### config.mk
export PLATFORM = sky130hd
export DESIGN_NAME = btn_debounce
export DESIGN_NICKNAME = d
export VERILOG_FILES = /design/src/rtl/btn_pkg.sv /design/src/rtl/sync_ff.sv /design/src/rtl/btn_debounce.sv
export SDC_FILE = /design/constraint.sdc
export NUM_CORES = 1
export LEC_CHECK = 0
export ABC_AREA = 1
export CORE_UTILIZATION = 60
export DETAILED_ROUTE_END_ITERATION = 8
export PLACE_DENSITY = 0.78
export SETUP_SLACK_MARGIN = 0.05
export SYNTH_ARGS = -nofsm -noshare
export SYNTH_HDL_FRONTEND = slang
export SYNTH_SLANG_ARGS = --single-unit
### constraint.sdc
create_clock -name clk -period 2.9 [get_ports clk]
set_clock_uncertainty 0.05 [all_clocks]
set_input_delay 0.58 -clock clk [delete_from_list [all_inputs] [get_ports clk]]
set_output_delay 0.58 -clock clk [all_outputs]
set_load 0.05 [all_outputs]
### src/rtl/btn_pkg.sv
// Shared definitions for the push-button debouncer: FSM state encoding and
// a helper that tells whether a state represents a held (debounced-high) button.
package btn_pkg;

  // Debouncer FSM states, 2-bit encoding.
  typedef enum logic [1:0] {
    RELEASED   = 2'd0,
    PRESS_PEND = 2'd1,
    PRESSED    = 2'd2,
    REL_PEND   = 2'd3
  } btn_state_e;

  // True in the states where the debounced level is high.
  function automatic logic is_down(input btn_state_e st);
    return (st == PRESSED) || (st == REL_PEND);
  endfunction

endpackage

### src/rtl/sync_ff.sv
// Multi-flop synchronizer for a single asynchronous input. Reusable for any
// board-level input; STAGES must be at least 2.
module sync_ff #(
  parameter int unsigned STAGES = 2
) (
  input  logic clk,
  input  logic reset_n,
  input  logic d,
  output logic q
);

  logic [STAGES-1:0] sync_q;
  logic [STAGES-1:0] sync_d;

  // Shift the raw input one stage per clock.
  always_comb begin
    sync_d = {sync_q[STAGES-2:0], d};
  end

  // Synchronizer chain register, cleared asynchronously.
  always_ff @(posedge clk or negedge reset_n) begin
    if (!reset_n) sync_q <= '0;
    else          sync_q <= sync_d;
  end

  assign q = sync_q[STAGES-1];

endmodule

### src/rtl/btn_debounce.sv
// Push-button debouncer: synchronizes btn_in, requires DEBOUNCE_CYCLES
// consecutive stable samples before changing the debounced level, and emits
// registered press / release / long-hold pulses.
//
// Handshake: there is none; every output is a free-running registered level
// or single-cycle pulse with no back-pressure.
module btn_debounce
  import btn_pkg::*;
#(
  parameter int unsigned SYNC_STAGES     = 2,
  parameter int unsigned DEBOUNCE_CYCLES = 1000000,
  parameter int unsigned LONG_CYCLES     = 100000000
) (
  input  logic       clk,
  input  logic       reset_n,
  input  logic       btn_in,
  output logic       btn_level,
  output logic       btn_press,
  output logic       btn_release,
  output logic       btn_long,
  output btn_state_e state_dbg
);

  localparam int unsigned DEB_W  = $clog2(DEBOUNCE_CYCLES);
  localparam int unsigned HOLD_W = $clog2(LONG_CYCLES + 1);

  localparam logic [DEB_W-1:0]  DEB_ONE   = DEB_W'(1);
  localparam logic [DEB_W-1:0]  DEB_LAST  = DEB_W'(DEBOUNCE_CYCLES - 1);
  localparam logic [HOLD_W-1:0] HOLD_LAST = HOLD_W'(LONG_CYCLES - 1);
  localparam logic [HOLD_W-1:0] HOLD_MAX  = HOLD_W'(LONG_CYCLES);

  logic s;

  btn_state_e        state_q,    state_d;
  logic [DEB_W-1:0]  deb_cnt_q,  deb_cnt_d;
  logic [HOLD_W-1:0] hold_cnt_q, hold_cnt_d;
  logic              level_q,    level_d;
  logic              press_q,    press_d;
  logic              release_q,  release_d;
  logic              long_q,     long_d;

  // Only the synchronizer touches the raw button.
  sync_ff #(
    .STAGES(SYNC_STAGES)
  ) u_sync (
    .clk    (clk),
    .reset_n(reset_n),
    .d      (btn_in),
    .q      (s)
  );

  // Next-state, counter and pulse logic.
  always_comb begin
    state_d    = state_q;
    deb_cnt_d  = deb_cnt_q;
    hold_cnt_d = hold_cnt_q;
    press_d    = 1'b0;
    release_d  = 1'b0;
    long_d     = 1'b0;

    // Hold time keeps running through a release bounce; it saturates so the
    // long pulse can only fire on the single 15->16 style step per press.
    if (is_down(state_q)) begin
      if (hold_cnt_q != HOLD_MAX) hold_cnt_d = hold_cnt_q + HOLD_W'(1);
      if (hold_cnt_q == HOLD_LAST) long_d = 1'b1;
    end

    case (state_q)
      RELEASED: begin
        if (s) begin
          state_d   = PRESS_PEND;
          deb_cnt_d = DEB_ONE;
        end
      end
      PRESS_PEND: begin
        if (!s) begin
          state_d   = RELEASED;
          deb_cnt_d = '0;
        end else if (deb_cnt_q == DEB_LAST) begin
          state_d    = PRESSED;
          deb_cnt_d  = '0;
          hold_cnt_d = '0;
          press_d    = 1'b1;
        end else begin
          deb_cnt_d = deb_cnt_q + DEB_ONE;
        end
      end
      PRESSED: begin
        if (!s) begin
          state_d   = REL_PEND;
          deb_cnt_d = DEB_ONE;
        end
      end
      REL_PEND: begin
        if (s) begin
          state_d   = PRESSED;
          deb_cnt_d = '0;
        end else if (deb_cnt_q == DEB_LAST) begin
          state_d   = RELEASED;
          deb_cnt_d = '0;
          release_d = 1'b1;
        end else begin
          deb_cnt_d = deb_cnt_q + DEB_ONE;
        end
      end
      default: begin
        state_d   = RELEASED;
        deb_cnt_d = '0;
      end
    endcase

    level_d = is_down(state_d);
  end

  // State, counters and registered outputs.
  always_ff @(posedge clk or negedge reset_n) begin
    if (!reset_n) begin
      state_q    <= RELEASED;
      deb_cnt_q  <= '0;
      hold_cnt_q <= '0;
      level_q    <= 1'b0;
      press_q    <= 1'b0;
      release_q  <= 1'b0;
      long_q     <= 1'b0;
    end else begin
      state_q    <= state_d;
      deb_cnt_q  <= deb_cnt_d;
      hold_cnt_q <= hold_cnt_d;
      level_q    <= level_d;
      press_q    <= press_d;
      release_q  <= release_d;
      long_q     <= long_d;
    end
  end

  assign btn_level   = level_q;
  assign btn_press   = press_q;
  assign btn_release = release_q;
  assign btn_long    = long_q;
  assign state_dbg   = state_q;

endmodule
== After elaboration in Yosys (flattened, before gate mapping) ==
Index checks and enable logic that the tools add are counted.

* $add $sub $neg: 2
* Eq/ne operators: 10
* Multiplexer cells: 25
* Reductions and logical operators: 4

{| class="wikitable"
|+ Operators with widths
! operator !! number
|-
| 2-to-1 mux 27 bit || 5
|-
| 2-to-1 mux 20 bit || 5
|-
| case mux 20 bit (4 select lines) || 1
|-
| adder 27 x 1 -> 27 bit (second input constant) || 1
|-
| equality test 27 bit (second input constant) || 1
|-
| != test 27 bit (second input constant) || 1
|-
| adder 20 x 1 -> 20 bit (second input constant) || 1
|-
| equality test 20 bit (second input constant) || 1
|-
| 2-to-1 mux 2 bit || 6
|-
| equality test 2 bit (second input constant) || 4
|-
| case mux 2 bit (4 select lines) || 1
|-
| 2-to-1 mux 1 bit || 7
|-
| equality test 2 x 1 -> 1 bit (second input constant) || 1
|-
| logical NOT 2 bit || 1
|-
| logical OR 1 bit || 2
|-
| != test 2 x 1 -> 1 bit (second input constant) || 1
|-
| != test 2 bit (second input constant) || 1
|-
| AND reduction 2 bit || 1
|}

* Register bits: 55
* Bits of input ports: 3
* Output and inout bits: 6
* Word-level logic and storage cells: 49

== Depth between registers and ports, before layout ==
Gate-level depths: netlist of the first run.

* Depth after elaboration: 6
* Mapped depth: 11
* Mapped depth without buffers: 11

== Hierarchy ==
From an unflattened synthesis of the first run, not the netlist that was laid out.

* Cell total of the unflattened synthesis: 517
* Area total of the unflattened synthesis: 3570.9 um^2

{| class="wikitable"
|+ By module, submodules not included
! module !! times used !! cells an instance !! area each (um^2) !! seq. area each (um^2)
|-
| btn_debounce || 1 || 515 || 3520.9 || 1301.2
|-
| sync_ff || 1 || 2 || 50.0 || 50.0
|}

== Worst setup path before layout of the first run ==
No wires, ideal clock.

* Path type: reg2reg
* Start: register, netlist name btn_level
* End: register deb_cnt_q[16]
* Library setup time: 0.082 ns
* Arrival time: 1.628 ns
* Data required time: 2.768 ns
* Setup slack: 1.140 ns
* Cell stages (with the launch flop): 9
* Path buffers: 2
* Period minus slack after synthesis: 1.760 ns
* Path through: dfrtp_1 buf_2 inv_2 nor2_1 nor2_1 inv_1 nand3_2 buf_6 o22ai_1

{| class="wikitable"
|+ RTL lines
! what !! RTL line !! source
|-
| end signal, assigned || btn_debounce.sv:127 || <nowiki>deb_cnt_q <= deb_cnt_d;</nowiki>
|-
| end, declared || btn_debounce.sv:35 || <nowiki>logic [DEB_W-1:0] deb_cnt_q, deb_cnt_d;</nowiki>
|}

==> impl_metrics.toml, run 1 <==
[timing]
hold_violations = 0
layout_setup_ws_ps = 417.0
worstMarginPinSlew_ps = 678.6
fin_setup_tns_ps = 0
slew_violations = 0
setup_violations = 0
grt_setup_unrepaired = "no"
relSlewSlack_pct = 54.76
post-route-period-util_pct = 85.62
finalCriticalPeriod_ps = 2483
fmax_mhz = 402.7

[logic_synthesis]
postSynthAreaPerCell_sq_um = 6.973
synth_edf_count = 0
synth_area_sq_mm = 0.003612
yosysMostFrequentCell = "nand2_1"
ys_ff_latch = 54
synthCells = 518
synthTopCellsByCount = "nand2_1 (139), nor2_1 (74), inv_1 (64)"
synthDominantCellAreaShare_pct = 37.41
yosysWarnings = 0
synthDistinctLibCells = 39
ys_async_sr_fraction_pct = 100.0
synth_top_area_cell = "dfrtp_1"
synth.area.top_cells = "dfrtp_1 (37%), nand2_1 (14%), nor2_1 (7.7%), nand3_1 (6.7%), inv_1 (6.7%)"
syn-num-nets = 524
synth_ff_type = "dfrtp_1"
ys_seq_area_share_pct = 37.41

[setup_path]
slowest_stage = "clkdlybuf4s50_1"
r2r_cells = 7
critical_path_buf_inv_count = 1
required_ps = 2270
crit_chain = "clkdlybuf4s50_1"
critical_path.top_delay_family = "buffers and inverters"
critPathKind = "flop to primary output"
cp-endpoint = "state_dbg[1]"
r2r_setup_slack_ps = 710
regToRegEndpoint = "deb_cnt_q[11]"
start_kind = "flop"
max_stage_delay_ps = 900
crit_start = "btn_level"
cp.depth = 1
end_kind = "primary output"
critPathMaxFanout = 14
worstReg2RegStart = "btn_level"
cp.arrival_ps = 1850

[worst_hold_path]
hold_class = "flop to flop"

[clock_tree]
cts_max_path_buffers = 2
cts_buffers = 5
cts_tree = "done"
cts_setup_buffers = 0
ctsHoldBuffers = 0
cts_resized = 0
clkTransAtPathRegs_ps = 100
htree_levels = 2
root_buffer = "clkbuf_8"
cts_sinks = 54
clk_latency_ps = 310

[placed_design]
gp_congestion = 0.9415
place_hpwl_um = 6367
port_buffers = 8
dpl_worst_slack_ps = 760.8

[routing]
first_pass_iters = 5
drc = 0
vias = 3421
via_per_inst = 5.750
post_drt_wl_per_cell_um = 14.47
wirelength_um = 8610
drtIter0Drc = 379
drtAntennaViolNets = 0

[power]
pwr-share-comb_pct = 4.0
pwr-share-seq_pct = 57.3
powerDensity_mw_per_mm2 = 351.4
clock_power_share_pct = 38.7
power_switching_uw = 294.7
ir_worst_vdd_mv = 0.2848
internal_power_mw = 1.049
p_sw_share_pct = 21.93
leakage_nw = 1.707

[run_status]
outcome = "finished, final reports clean"

[run]
maxCapViolations = 0

[floorplan]
coreArea_sq_mm = 0.005642
die-area_sq_mm = 0.006335
fp-row-count = 27
die_h_um = 79.59
start_util_pct = 64.03
io-pin-count = 9
die_x_um = 79.59

[global_route]
grt_max_degree = 55
grt_use_total_pct = 30.11
antenna_found_initial = 0
grt_pass1_vias = 3140
grt_first_pass_wirelength_um = 14840
gr-total-overflow = 0

[final_layout]
fin_nets = 529
area_growth_syn_to_layout_pct = 5.889
final_layout_size_suffix_gt1_share_pct = 8.031
n_antenna_cell = 0
-- placed cells by master (no fill, tap or decap), types with 5 or more instances in the layout --
cell type          n
nor2_1            74
clkbuf_8           6
dfrtp_1           54
a21oi_1           16
o22ai_1           10
nand2_1          139
nor2_2             5
nor3_1            11
nand3_1           48
xor2_1            14
o21ai_0            9
nand2_2            5
nand4_1           20
inv_1             64
clkdlybuf4s50_1    7
-- power by group through the flow --
stage / sequential (mW) / combinational (mW) / clock, mW
after floorplan: 0.784 / 0.0260 / 0
after global placement: 0.784 / 0.0530 / 0
after detailed placement: 0.784 / 0.0537 / 0
after CTS: 0.770 / 0.0539 / 0.534
after global routing: 0.772 / 0.0615 / 0.568
final: 0.770 / 0.0535 / 0.521
-- final cells by class --
cell class / count / area, sq um
well taps: 72 / 90.09
repair buffers: 10 / 90.09
flip-flops and latches: 54 / 1351
inverters: 67 / 256.5
fillers: 487 / 1817
clock buffers: 6 / 82.58
clock inverters: 1 / 30.03
multi-input cells: 385 / 1924
-- how the worst min path moves through the flow --
| stage | slack (ps) | startpoint | cells past startpoint | endpoint |
|---|---|---|---|---|
| 6_report | 320 | u_sync.sync_q[0] | 0 | u_sync.sync_q[1] |
| 5_1_grt | 330 | u_sync.sync_q[0] | 0 | u_sync.sync_q[1] |
| 4_1_cts | 330 | u_sync.sync_q[0] | 0 | u_sync.sync_q[1] |
| 3_5_place_dp | 300 | u_sync.sync_q[0] | 0 | u_sync.sync_q[1] |
| 3_3_place_gp | 290 | u_sync.sync_q[0] | 0 | u_sync.sync_q[1] |
| 2_1_floorplan | 230 | reset_n | 0 | btn_level |
-- metrics by stage --
step	instance area, sq um	cells	total power, mW	hold slack (ps)	util, %
5_1_grt	3825	595	1.401	333.1	67.80
3_3_place_gp	3712	588	0.8370	293.7	65.80
6_report	3825	595	1.344	322.6	67.80
3_5_place_dp	3712	588	0.8381	297.8	65.80
2_1_floorplan	3612	518	0.8105	234.4	-
4_1_cts	3825	595	1.358	328.5	67.80
-- cell families (layout without fill, tap and decap cells) --
family | count (synthesis) | after routing | share of synthesized area [%]
DFF | 54 | 54 | 37.41
muxes | 1 | 1 | 0.2771
xor gates and xnor gates | 15 | 15 | 3.637
AOI/OAI and AO/OA | 44 | 44 | 7.101
buffers and inverters | 79 | 84 | 9.318
and+or+nand+nor | 322 | 322 | 41.22
adders and majority gates | 3 | 3 | 1.039
-- sequential cells by signal, indices dropped and copies added (netlist names) --
signal	count
hold_cnt_q	27
deb_cnt_q	20
u_sync.sync_q	2
btn_level	1
btn_long	1
btn_press	1
btn_release	1
state_dbg	1
-- metal layers --
metal	up-vias	routed length (um)	share of wire (%)	global-route usage [%]
met3	10	626	7.3	4.343
met1	1577	4153	48	45.99
met5	-	0	0	0
met2	140	3734	43	44.19
li1	1694	-	-	-
met4	0	95	1.1	7.636
Note: power is estimated with default switching activity, not from simulation.
==> run 2: changes to the inputs <==
--- a/config.mk
+++ b/config.mk
@@ -6,6 +6,7 @@
 export NUM_CORES = 1
 export LEC_CHECK = 0
 export ABC_AREA = 1
+export CORE_MARGIN = 2
 export CORE_UTILIZATION = 60
 export DETAILED_ROUTE_END_ITERATION = 8
 export PLACE_DENSITY = 0.78
==> run 2 against run 1 <==
Against the previous run: critical path depth is the same; via count shrank 2.8%; global-route usage shrank 2.2 points; combinational power is essentially flat; routed wire length shrank 3.3%; fmax grew 8.5%.
==> impl_metrics.toml, run 2 (synthesized netlist as in run 1, its figures left out) <==
[timing]
post-route-period-util_pct = 78.94
fin_setup_tns_ps = 0
hold_violations = 0
finalCriticalPeriod_ps = 2289
grt_setup_unrepaired = "no"
fmax_mhz = 436.8
relSlewSlack_pct = 54.06
setup_violations = 0
worstMarginPinSlew_ps = 689.1
slew_violations = 0

[final_layout]
fin_nets = 530
largest_reg_flops = 27
layout_commonest_cell = "nand2_1"
n_antenna_cell = 0
area_growth_syn_to_layout_pct = 6.131
regMostFlops = "hold_cnt_q"
fillers = 543
utilization_pct = 65.14
layout_common_cells = "nand2_1 (139), nor2_1 (74), inv_1 (64)"
largestRegisters = "hold_cnt_q: 27 flops, deb_cnt_q: 20 flops, u_sync.sync_q: 2 flops"
final_layout_size_suffix_gt1_share_pct = 8.381
fin_cells = 600
seq_area_sq_mm = 0.001351
multi_input_area_sq_mm = 0.001924

[clock_tree]
ctsHoldBuffers = 0
cts_tree = "done"
cts_buffers = 5
cts_setup_buffers = 0
clkTransAtPathRegs_ps = 100
clk_latency_ps = 320
htree_levels = 2
root_buffer = "clkbuf_8"
cts_resized = 0
cts_max_path_buffers = 2
cts_sinks = 54

[setup_path]
regToRegEndpoint = "deb_cnt_q[14]"
critical_path.top_delay_family = "buffers and inverters"
r2r_setup_slack_ps = 950
required_ps = 2270
start_kind = "flop"
r2r_cells = 8
cp.arrival_ps = 1660
critPathKind = "flop to primary output"
critical_path_buf_inv_count = 1
critPathMaxFanout = 7
end_kind = "primary output"
cp-endpoint = "state_dbg[1]"
crit_chain = "clkdlybuf4s50_1"
cp.depth = 1
worstReg2RegStart = "deb_cnt_q[1]"
max_stage_delay_ps = 860
crit_start = "btn_level"
slowest_stage = "clkdlybuf4s50_1"

[placed_design]
dpl.cell_count = 592
gp_congestion = 0.9135
place_hpwl_um = 6365
port_buffers = 8

[routing]
post_drt_wl_per_cell_um = 13.88
drc = 0
first_pass_iters = 4
via_per_inst = 5.542
drtAntennaViolNets = 0
drtIter0Drc = 173
wirelength_um = 8327
vias = 3325

[floorplan]
die-area_sq_mm = 0.006657
die_h_um = 81.59
die_x_um = 81.59
fp-row-count = 28
io-pin-count = 9
coreArea_sq_mm = 0.005886
start_util_pct = 61.37

[global_route]
gr-total-overflow = 0
grt_max_degree = 32
grt_first_pass_wirelength_um = 14450
grt_use_total_pct = 27.95
grt_pass1_vias = 3242
antenna_found_initial = 0

[power]
powerDensity_mw_per_mm2 = 343.2
leakage_nw = 1.712
power.total_mw = 1.316
ir_worst_vdd_mv = 0.2318

[worst_hold_path]
hold_class = "primary input to asynchronous set/reset pin"

[run_status]
outcome = "finished, final reports clean"

[run]
maxCapViolations = 0
-- run 2: changes by cell type in the layout (fill, tap and decap cells not counted) --
cell       change
clkbuf_8       +2
bufinv_16      -1
buf_4          +1
-- run 2: area by class of cell --
type / instances / share of cell area [%]
tap: 75 / 2.448
inverter: 67 / 6.691
sequential: 54 / 35.25
multi-input combinational: 385 / 50.20
timing repair buffer: 11 / 2.546
clock buffer: 8 / 2.872
-- run 2: worst min-delay path by stage --
stage,start,to,slack (ps),cells past startpoint
after detailed placement,u_sync.sync_q[0],u_sync.sync_q[1],290,0
after global routing,reset_n,hold_cnt_q[15],310,1
after global placement,u_sync.sync_q[0],u_sync.sync_q[1],290,0
final,reset_n,hold_cnt_q[1],240,1
after floorplan,reset_n,btn_level,230,0
after CTS,reset_n,hold_cnt_q[1],270,1
-- run 2: power by group --
part           internal [mW]  total, mW  switching, mW
Clock                  0.242      0.493          0.251
Combinational         0.0141     0.0534         0.0392
Sequential             0.759      0.770         0.0103
-- run 2: layer usage --
metal  routed length, um  part of all wire, %  up-vias  track usage (%)
met1                3548                   43     1528            32.35
met4                 376                  4.5        0            14.67
li1                    -                    -     1681                -
met3                 274                  3.3       32            4.066
met5                   0                    0        -                0
met2                4128                   50       84            49.92
-- run 2: through the flow --
stage	setup slack, ps	instance area [sq um]	hold slack [ps]
6_report	610.6	3834	242.7
5_1_grt	545.1	3834	306.3
4_1_cts	592.0	3834	266.2
3_5_place_dp	942.6	3724	288.9
3_3_place_gp	964.0	3724	286.4
2_1_floorplan	1140	3612	234.4
